**config.mk**
```make
export PLATFORM = sky130hd
export DESIGN_NAME = memory_stage
export DESIGN_NICKNAME = d
export VERILOG_FILES = /design/src/rtl/memory_stage.sv
export SDC_FILE = /design/constraint.sdc
export NUM_CORES = 1
export LEC_CHECK = 0
export ABC_AREA = 1
export BUFFER_PORTS_ARGS = -buffer_cell sky130_fd_sc_hd__buf_2
export CAP_MARGIN = 40
export CORE_MARGIN = 5
export CORE_UTILIZATION = 34
export CTS_CLUSTER_SIZE = 25
export DETAILED_ROUTE_END_ITERATION = 10
export PLACE_DENSITY = 0.68
export SYNTH_ARGS = -nofsm -noshare
export SYNTH_HDL_FRONTEND = slang
export SYNTH_SLANG_ARGS = --single-unit
```
**constraint.sdc**
```tcl
create_clock -name CLK -period 1.32 [get_ports CLK]
set_input_delay 0.066 -clock CLK [delete_from_list [all_inputs] [get_ports CLK]]
set_output_delay 0.066 -clock CLK [all_outputs]
set_load 0.02 [all_outputs]
```
**src/rtl/memory_stage.sv**
```systemverilog
// Memory pipeline stage: scalar/vector loads and stores over a req/ack port, stalling upstream while busy.
// Optional feature macro MEM_TIMEOUT_EN adds a BUSY watchdog that aborts the access and sets sticky MEM_ERR.

module memory_stage #(
    parameter int ADDR_W         = 16,
    parameter int TIMEOUT_CYCLES = 64
) (
    input  logic              CLK,
    input  logic              RST,
    input  logic [115:0]      PIPELINE_E,
    output logic [111:0]      PIPELINE_M,
    output logic              STALL,
    output logic              MEM_REQ,
    output logic              MEM_WE,
    output logic [ADDR_W-1:0] MEM_ADDR,
    output logic [31:0]       MEM_WDATA,
    input  logic [31:0]       MEM_RDATA,
    input  logic              MEM_ACK,
    output logic              MEM_ERR
);

    typedef enum logic [1:0] {IDLE, BUSY, DONE} state_t;

    state_t            r_state;
    state_t            w_nextState;
    logic [111:0]      r_pipeM;
    logic              r_req;
    logic              r_we;
    logic [ADDR_W-1:0] r_addr;
    logic [31:0]       r_wdata;
    logic [31:0]       r_loadBuf;

    logic              w_condOk;
    logic              w_memWrite;
    logic              w_memRead;
    logic              w_vecSel;
    logic              w_memOp;
    logic              w_timeout;
    logic [2:0]        w_ctrl;
    logic [10:0]       w_wbDest;
    logic [65:0]       w_passLow;
    logic [ADDR_W-1:0] w_addr;
    logic [31:0]       w_wdata;

    assign w_condOk   = PIPELINE_E[115];
    assign w_memWrite = PIPELINE_E[114];
    assign w_memRead  = PIPELINE_E[113];
    assign w_vecSel   = PIPELINE_E[112];
    assign w_memOp    = w_condOk & (w_memWrite | w_memRead);

    // A squashed instruction keeps its data fields but loses all writeback enables.
    assign w_ctrl     = w_condOk ? PIPELINE_E[111:109] : 3'b000;
    assign w_wbDest   = PIPELINE_E[108:98];
    assign w_passLow  = PIPELINE_E[65:0];
    assign w_addr     = PIPELINE_E[ADDR_W+35:36];
    assign w_wdata    = w_vecSel ? PIPELINE_E[31:0] : PIPELINE_E[97:66];

`ifdef MEM_TIMEOUT_EN
    localparam int CNT_W = $clog2(TIMEOUT_CYCLES + 1);

    logic [CNT_W-1:0] r_toCount;
    logic             r_err;

    // The counter restarts whenever the FSM is IDLE, so each access gets a fresh budget.
    assign w_timeout = (r_state == BUSY) && !MEM_ACK &&
                       (r_toCount == CNT_W'(TIMEOUT_CYCLES - 1));

    always_ff @(posedge CLK) begin
        if (RST) begin
            r_toCount <= '0;
            r_err     <= 1'b0;
        end else begin
            if (r_state != BUSY) begin
                r_toCount <= '0;
            end else if (!MEM_ACK) begin
                r_toCount <= r_toCount + CNT_W'(1);
            end
            if (w_timeout) begin
                r_err <= 1'b1;
            end
        end
    end

    assign MEM_ERR = r_err;
`else
    assign w_timeout = 1'b0;
    assign MEM_ERR   = 1'b0;
`endif

    always_ff @(posedge CLK) begin
        if (RST) begin
            r_state <= IDLE;
        end else begin
            r_state <= w_nextState;
        end
    end

    always_comb begin
        w_nextState = r_state;
        STALL       = 1'b0;
        case (r_state)
            IDLE: begin
                if (w_memOp) begin
                    STALL       = 1'b1;
                    w_nextState = BUSY;
                end
            end
            BUSY: begin
                STALL = 1'b1;
                if (MEM_ACK || w_timeout) begin
                    w_nextState = DONE;
                end
            end
            DONE: begin
                w_nextState = IDLE;
            end
            default: begin
                w_nextState = IDLE;
            end
        endcase
        if (RST) begin
            STALL = 1'b0;
        end
    end

    // Bubbles leave the stage while an access is in flight; the real word goes out in DONE.
    always_ff @(posedge CLK) begin
        if (RST) begin
            r_pipeM   <= '0;
            r_req     <= 1'b0;
            r_we      <= 1'b0;
            r_addr    <= '0;
            r_wdata   <= '0;
            r_loadBuf <= '0;
        end else begin
            case (r_state)
                IDLE: begin
                    r_loadBuf <= '0;
                    if (w_memOp) begin
                        r_pipeM <= '0;
                        r_req   <= 1'b1;
                        r_we    <= w_memWrite;
                        r_addr  <= w_addr;
                        r_wdata <= w_wdata;
                    end else begin
                        r_pipeM <= {w_ctrl, w_wbDest, 32'h0, w_passLow};
                    end
                end
                BUSY: begin
                    r_pipeM <= '0;
                    if (MEM_ACK) begin
                        r_req     <= 1'b0;
                        r_loadBuf <= r_we ? 32'h0 : MEM_RDATA;
                    end else if (w_timeout) begin
                        r_req     <= 1'b0;
                        r_loadBuf <= '0;
                    end
                end
                DONE: begin
                    r_pipeM <= {w_ctrl, w_wbDest, r_loadBuf, w_passLow};
                end
                default: begin
                    r_pipeM <= '0;
                end
            endcase
        end
    end

    assign PIPELINE_M = r_pipeM;
    assign MEM_REQ    = r_req;
    assign MEM_WE     = r_we;
    assign MEM_ADDR   = r_addr;
    assign MEM_WDATA  = r_wdata;

endmodule

```
==> run summary, run 1 <==
The count of standard-cell rows is 54. The tree is rooted in a sky130_fd_sc_hd__clkbuf_16. The flop and latch count out of synthesis came out at 196. STA classifies the critical path endpoint as an output port.

From left edge to right edge, the die measures 157 microns. The largest buffer count on any clock path is 2. Final hold analysis gives a worst-case slack of -0.0314 ns. The number of DRC markers after the initial detailed-route iteration is 353. The max-slew violation count came out at 0.

The layout overhead on the synthesized area came out at 47.6%. For the worst setup path, the data required time is 1.25 ns. The cell area after technology mapping came out at 7390 sq um. The post-route non-filler standard cell count came out at 1,742.

Port buffering added 313 buffers. Setup repair after global routing could not meet its margin everywhere. The biggest fanout along the worst timing path came out at 4. The worst hold path terminates at MEM_WE. In this run the critical register-to-register path is captured at PIPELINE_M[109]. Among all flip-flop cells after synthesis, the most frequent one is sky130_fd_sc_hd__dfxtp_1. The peak clock frequency supported by timing came out at 769 MHz. The total power divided by cell area came out at 1280 nW/um^2. The pre-CTS setup slack is -0.00553 ns. The number of different library cells in the post-synthesis netlist came out at 18. The H-tree depth came out at 4. The number of enable-type register cells in the synthesized netlist is 0. The path class of the tightest hold or removal check is in2reg. The final route contains 7,354 vias.

The flow ran to the end, but the final reports show violations. The final weighted congestion in routability-driven placement came out at 0.805. The area of the core region came out at 21,600 sq um. The later pin in the worst-skew pair is clocked with a latency of 0.42 ns.

The final clock skew came out at 0.00911 ns. The leakage dissipation came out at 6.47 nW. For this run the aggregate overflow at the end of global routing stands at 0. The origin of the critical flop-to-flop path is r_state[1]. The final reports fail on negative hold slack. The detailed-route DRC error count is 0.

The largest vdd supply drop came out at 0.000771 V. The worst setup path is of the reg2out kind. The area share of the leading cell type in the synthesized netlist is 53.1%. The number of hold violations in the final report was 1. The number of instances on the worst hold path came out at 4. The total number of nets in the final design came out at 1,600. Of the cells placed in the final design, the portion with a size suffix greater than 1 is 25.7%. The final cycle utilization of the critical path came out at 98.5%.

The biggest area contributor in the post-synthesis netlist is sky130_fd_sc_hd__dfxtp_1. The clock period minus final worst setup slack came out at 1.30 ns. The detail-routed via count per cell is 4.22. The floorplan step defined a die boundary enclosing 24,800 sq um. The most common cell in the synthesized netlist is sky130_fd_sc_hd__nand2_1. The global-route usage over all layers is 17.7%.

The post-detailed-route count of antenna-violating nets came out at 0. CTS saw 196 sinks. Counting every instance in the synthesized netlist gives 1,069. The die height came out at 157 microns. The number of max-cap violations came out at 0. The number of antenna repair diodes came out at 0. The cell count of the worst reg-to-reg path came out at 6. Sorting the synthesized cells by area gives the leading types as sky130_fd_sc_hd__dfxtp_1, sky130_fd_sc_hd__nand2_1, sky130_fd_sc_hd__nor2_1.

The number of nets in the synthesized netlist is 1,220. The total clock buffers created by CTS came out at 17. STA classifies the critical path startpoint as a register. The number of global-route vias before repair is 7,239. Setup violations remaining at the end of the flow were counted as 0. Counting instances in the post-synthesis netlist gives the leading cell types as sky130_fd_sc_hd__nand2_1, sky130_fd_sc_hd__nor2_1, sky130_fd_sc_hd__inv_1, sky130_fd_sc_hd__dfxtp_1, sky130_fd_sc_hd__nand3_1. The wire length of the first global-routing pass is 35,300 microns. The post-detailed-routing wire length is 22,700 microns. The average wire per cell in the routed design came out at 13.0 microns. The number of antenna violations at the first check in global routing is 1.

The clock input transition at the sequential cells of the worst setup and hold paths is 0.07 ns. The minimum setup slack in the final design came out at 0.0204 ns. The average cell area after synthesis is 6.91 sq um. The number of iterations in the first detailed-routing pass came out at 4. The total of warnings raised by yosys is 0. The post-DP HPWL is 15,400 microns. The beginning of the worst hold path is PIPELINE_E[113].

Sequential elements use 53.1% of the synthesized area. The arrival time at the worst endpoint is 1.23 ns. The hold-fix buffer count after cts is 88.

Setup slack on the worst reg-to-reg path comes out at 0.06 ns. In this run, placement finished with an instance count of 1,619. 315 I/O pins were placed. The CTS tree is built. Entering global routing, the biggest net connects 65 pins. The initial standard-cell utilization of the core is 34.2%. The fraction of registers with async set/reset is 0%.
## worst max path at each step
stage / slack [ns] / from / cells past startpoint / end
detailed placement: -0.006 / r_state[0] / 7 / r_loadBuf[18]
global placement: 0.06 / r_state[0] / 7 / r_loadBuf[0]
finish: 0.02 / r_state[1] / 4 / STALL
global route: -0.03 / r_state[1] / 4 / STALL
CTS: -0.02 / r_state[1] / 4 / STALL
floorplan: 0.03 / MEM_WE / 7 / r_loadBuf[11]
## final cells by class
class	instances	area, sq um
fillers	2119	10700
multi-input cells	583	2400
well taps	280	350
clock buffers	18	429
flip-flops and latches	196	3930
clock inverters	14	165
repair buffers	421	2760
inverters	230	866
## registers in the layout (all words and copies together) (netlist names)
signal / count
MEM_WDATA: 32
MEM_WE: 1
PIPELINE_M: 112
MEM_REQ: 1
MEM_ADDR: 16
r_state: 2
r_loadBuf: 32
## metal layers
layer | track usage [%] | up-vias | wire [microns]
met3 | 5.09 | 33 | 1490
met2 | 30.9 | 217 | 11100
li1 | - | 3829 | -
met1 | 21.3 | 3273 | 9610
met4 | 4.79 | 2 | 429
met5 | 0 | - | 13
## cells by family (layout without fill, tap and decap cells)
group	after synthesis	after routing	synth area share [%]
flip-flops	196	196	53.1
other	1	1	0.0507
buffers and inverters	290	683	15.1
AO/OA/AOI/OAI	37	37	2.56
AND/OR/NAND/NOR	545	545	29.2
## worst max-delay path: stages, from the launching register on
cell,delay (ns)
sky130_fd_sc_hd__dfxtp_4,0.37
sky130_fd_sc_hd__inv_4,0.08
sky130_fd_sc_hd__nand3_4,0.09
sky130_fd_sc_hd__a21oi_4,0.15
sky130_fd_sc_hd__buf_6,0.13
## placed cells by master (no fill, tap or decap), drive strengths merged
master         n
a21oi          4
buf          332
bufinv         1
clkbuf        19
clkinv         7
conb           1
dfxtp        196
dlygate4sd3   88
inv          236
nand2        231
nand3         82
nand4          1
nor2         230
nor3           1
o21ai         33
## where the power goes
group	internal [mW]	switching (mW)	leakage [nW]
registers	6.25	0.144	1.61
logic	0.946	1.41	4.57
clock network	2.71	2.50	0.292
## stage by stage
stage / TNS [ns] / util (%) / total power, mW / instance area, sq um
floorplan: 0 / - / 7.77 / 7390
global placement: 0 / 43.3 / 8.60 / 9350
detailed placement: -0.00553 / 43.3 / 8.64 / 9350
CTS: -0.0155 / 50.2 / 14.1 / 10900
global route: -0.136 / 50.4 / 14.7 / 10900
finish: 0 / 50.4 / 14.0 / 10900
## repair_timing
item | CTS | global route
setup buffers | 2 | 0
pin swaps | 1 | 1
gates cloned | 0 | 1
gates resized for setup | 9 | 4
endpoints found under the hold margin | 115 | 1
endpoints found under the setup margin | 3 | 11
Note: power is estimated with default switching activity, not from simulation.
==> inputs of run 2 (changes only) <==
- PLACE_DENSITY: 0.68 -> 0.62
==> run 2 against run 1 <==
Compared with the run above:
- cell count grew 1.5%
- critical path type unchanged
- fmax decreased by 3.2%
- sequential share of layout area is 0.95 points lower
- clock-buffer cell count rose by 1
- critical endpoint unchanged
- critical path depth stayed put
- sequential cell count unchanged
- clock power shrank 2%
- non-clock buffer count up 26
- register-to-register slack is essentially flat
- wire length is 2.0% higher
- the run ends with negative setup slack left
==> run summary, run 2 (synthesis gave the netlist of run 1 again) <==
Final hold analysis gives a worst-case slack of 0.0120 ns. The biggest fanout along the worst timing path came out at 3. The end point of the worst hold path is MEM_WE. The number of antenna repair diodes came out at 0. The max-slew violation count came out at 0. The largest buffer count on any clock path came out at 2. Global routing used 17.9% of the available tracks.

The total of endpoints with negative setup slack in the final report is 1. Summed over all nets, the half-perimeter wirelength after detailed placement is 15,300 microns. The worst setup path is of the reg2out kind. The number of instances on the worst hold path is 5.

The die covers 24,800 sq um. The peak clock frequency supported by timing came out at 745 MHz. The worst register-to-register path begins at r_state[1]. The number of max-cap violations came out at 0.

The final reports fail on negative setup slack. The number of iterations in the first detailed-routing pass came out at 4. The setup check on the worst reg-to-reg path leaves a slack of 0.06 ns.

The count of input and output buffers is 313. VDD sags by at most 0.000773 V. The total power divided by cell area came out at 1250 nW/um^2. The wire length of the first global-routing pass came out at 35,300 microns. Clock latency on the worst-skew pair, taken at its later pin, is 0.43 ns. The die is 157 microns wide.

The cell sitting at the root of the clock tree is a sky130_fd_sc_hd__clkbuf_16. The die height is 157 microns. The number of cells on the worst reg-to-reg path is 7. The number of antenna violations at the first check in global routing came to 1. The count of standard-cell rows is 54. The total chip power came out at 14.0 mW. The post-detailed-routing wire length came out at 23,100 microns.

The total number of nets in the final design came out at 1,626. The proportion of layout cells with a drive suffix above 1 is 25.8%. For this design, the sink count on the clock tree is 196. For this block, the initial DRC count from the detailed router was 352. The final cycle utilization of the critical path came out at 102%. The final route contains 7,437 vias. The clock input transition at the sequential cells of the worst setup and hold paths is 0.08 ns. The number of global-route vias before repair came to 7,065. The clock period minus final worst setup slack came out at 1.34 ns. The number of hold violations in the final report is 0. The initial standard-cell utilization of the core came out at 34.2%. The total instance count after detailed placement is 1,624. The detail-routed via count per cell came out at 4.21. The pin count of the biggest net entering global routing is 65. The total congestion overflow came out at 0. The pre-CTS setup slack is 0.0881 ns. The number of top-level design ports came out at 315. The startpoint identified for the worst hold timing path is PIPELINE_E[114]. The leakage dissipation is 6.61 nW. The path class of the tightest hold or removal check is in2reg. Relative to the synthesized area, the layout overhead comes to 51.5%. The library cell used most frequently in the layout, excluding fill and tap cells, is sky130_fd_sc_hd__buf_2. The post-route non-filler standard cell count is 1,768.

In this run the critical register-to-register path is captured at r_loadBuf[29]. The data required time at the worst endpoint is 1.25 ns. After detailed routing, the number of remaining DRC violations is 0. The detail route stage leaves a number of antenna-violating nets equal to 0.

The capturing element type of the critical path is an output port. The CTS tree is built. On the final layout, the worst clock skew is 0.0161 ns.

The flow ran to the end, but the final reports show violations. In the layout the commonest cells are sky130_fd_sc_hd__buf_2, sky130_fd_sc_hd__nand2_1, sky130_fd_sc_hd__nor2_1. The arrival time at the worst endpoint came out at 1.28 ns.

The total clock buffers created by CTS came out at 17. Setup repair after global routing could not meet its margin everywhere. STA classifies the critical path startpoint as a register. The register with the most flip-flops in the layout has 112 of them. In this run the standard cell core region covers 21,600 sq um.

The final weighted congestion in routability-driven placement is 0.806. Dividing the detail-routed wire length by the instance count gives 13.1 microns. After layout, the worst setup slack is -0.0229 ns. The filler cell count in the final layout is 2,103. The H-tree depth came out at 4.
-- run 2: cell types whose count changed in the layout (fill, tap and decap cells not counted) --
| cell | before | now |
|---|---|---|
| sky130_fd_sc_hd__clkbuf_16 | 18 | 20 |
| sky130_fd_sc_hd__clkinvlp_4 | 0 | 1 |
| sky130_fd_sc_hd__dlygate4sd3_1 | 88 | 106 |
| sky130_fd_sc_hd__buf_6 | 1 | 2 |
| sky130_fd_sc_hd__clkbuf_8 | 0 | 1 |
| sky130_fd_sc_hd__clkinv_2 | 1 | 0 |
| sky130_fd_sc_hd__buf_4 | 8 | 11 |
| sky130_fd_sc_hd__inv_6 | 2 | 3 |
| sky130_fd_sc_hd__buf_12 | 11 | 13 |
| sky130_fd_sc_hd__bufinv_16 | 1 | 0 |
| sky130_fd_sc_hd__dfxtp_2 | 1 | 2 |
| sky130_fd_sc_hd__dfxtp_4 | 2 | 1 |
| sky130_fd_sc_hd__clkinv_4 | 4 | 3 |
-- run 2: critical path: stages (launching register included) --
cell	delay, ns
sky130_fd_sc_hd__dfxtp_4	0.36
sky130_fd_sc_hd__inv_4	0.07
sky130_fd_sc_hd__nand3_4	0.08
sky130_fd_sc_hd__a21oi_4	0.19
sky130_fd_sc_hd__buf_6	0.14
-- run 2: worst max path at each step --
stage,depth (start not counted),slack [ns],endpoint,from
finish,4,-0.02,STALL,r_state[1]
global route,4,-0.07,STALL,r_state[0]
CTS,4,-0.03,STALL,r_state[1]
detailed placement,5,0.09,PIPELINE_M[70],r_state[0]
global placement,5,0.09,PIPELINE_M[70],r_state[0]
floorplan,7,0.03,r_loadBuf[11],MEM_WE
-- run 2: where the power goes --
group,internal (mW),switching (mW),leakage [nW]
logic,1.03,1.44,4.72
registers,6.25,0.135,1.61
clock network,2.58,2.55,0.282
total,9.85,4.12,6.61
-- run 2: final cells by class --
type	instances	area, sq um	share of cell area (%)
clock buffers	19	443	3.96
clock inverters	13	138	1.23
inverters	230	866	7.74
multi-input cells	583	2400	21.5
flip-flops and latches	196	3930	35.1
well taps	280	350	3.13
repair buffers	447	3060	27.4
-- run 2: metal layers --
metal  vias to the layer above  routed length, microns  part of all wire [%]  global-route usage (%)
met2                       251                   11200                    49                    30.7
met4                         2                     555                   2.4                    6.68
met5                         -                      13                 0.056                       0
met3                        40                    2000                   8.7                    5.75
li1                       3878                       -                     -                       -
met1                      3266                    9320                    40                    20.9
-- run 2: what timing repair did --
action,4_1_cts,5_1_grt
endpoints found under the hold margin,135,1
setup endpoints to repair,2,19
gates resized for setup,15,1
gates cloned,0,3
pin swaps,1,0
hold buffers,105,1
buffers inserted,2,1
-- run 2: through the flow --
| stage | TNS, ns | cell area (sq um) | util [%] |
|---|---|---|---|
| floorplan | 0 | 7390 | - |
| global placement | 0 | 9390 | 43.4 |
| detailed placement | 0 | 9390 | 43.4 |
| CTS | -0.0255 | 11100 | 51.3 |
| global route | -0.238 | 11200 | 51.8 |
| finish | -0.0229 | 11200 | 51.8 |
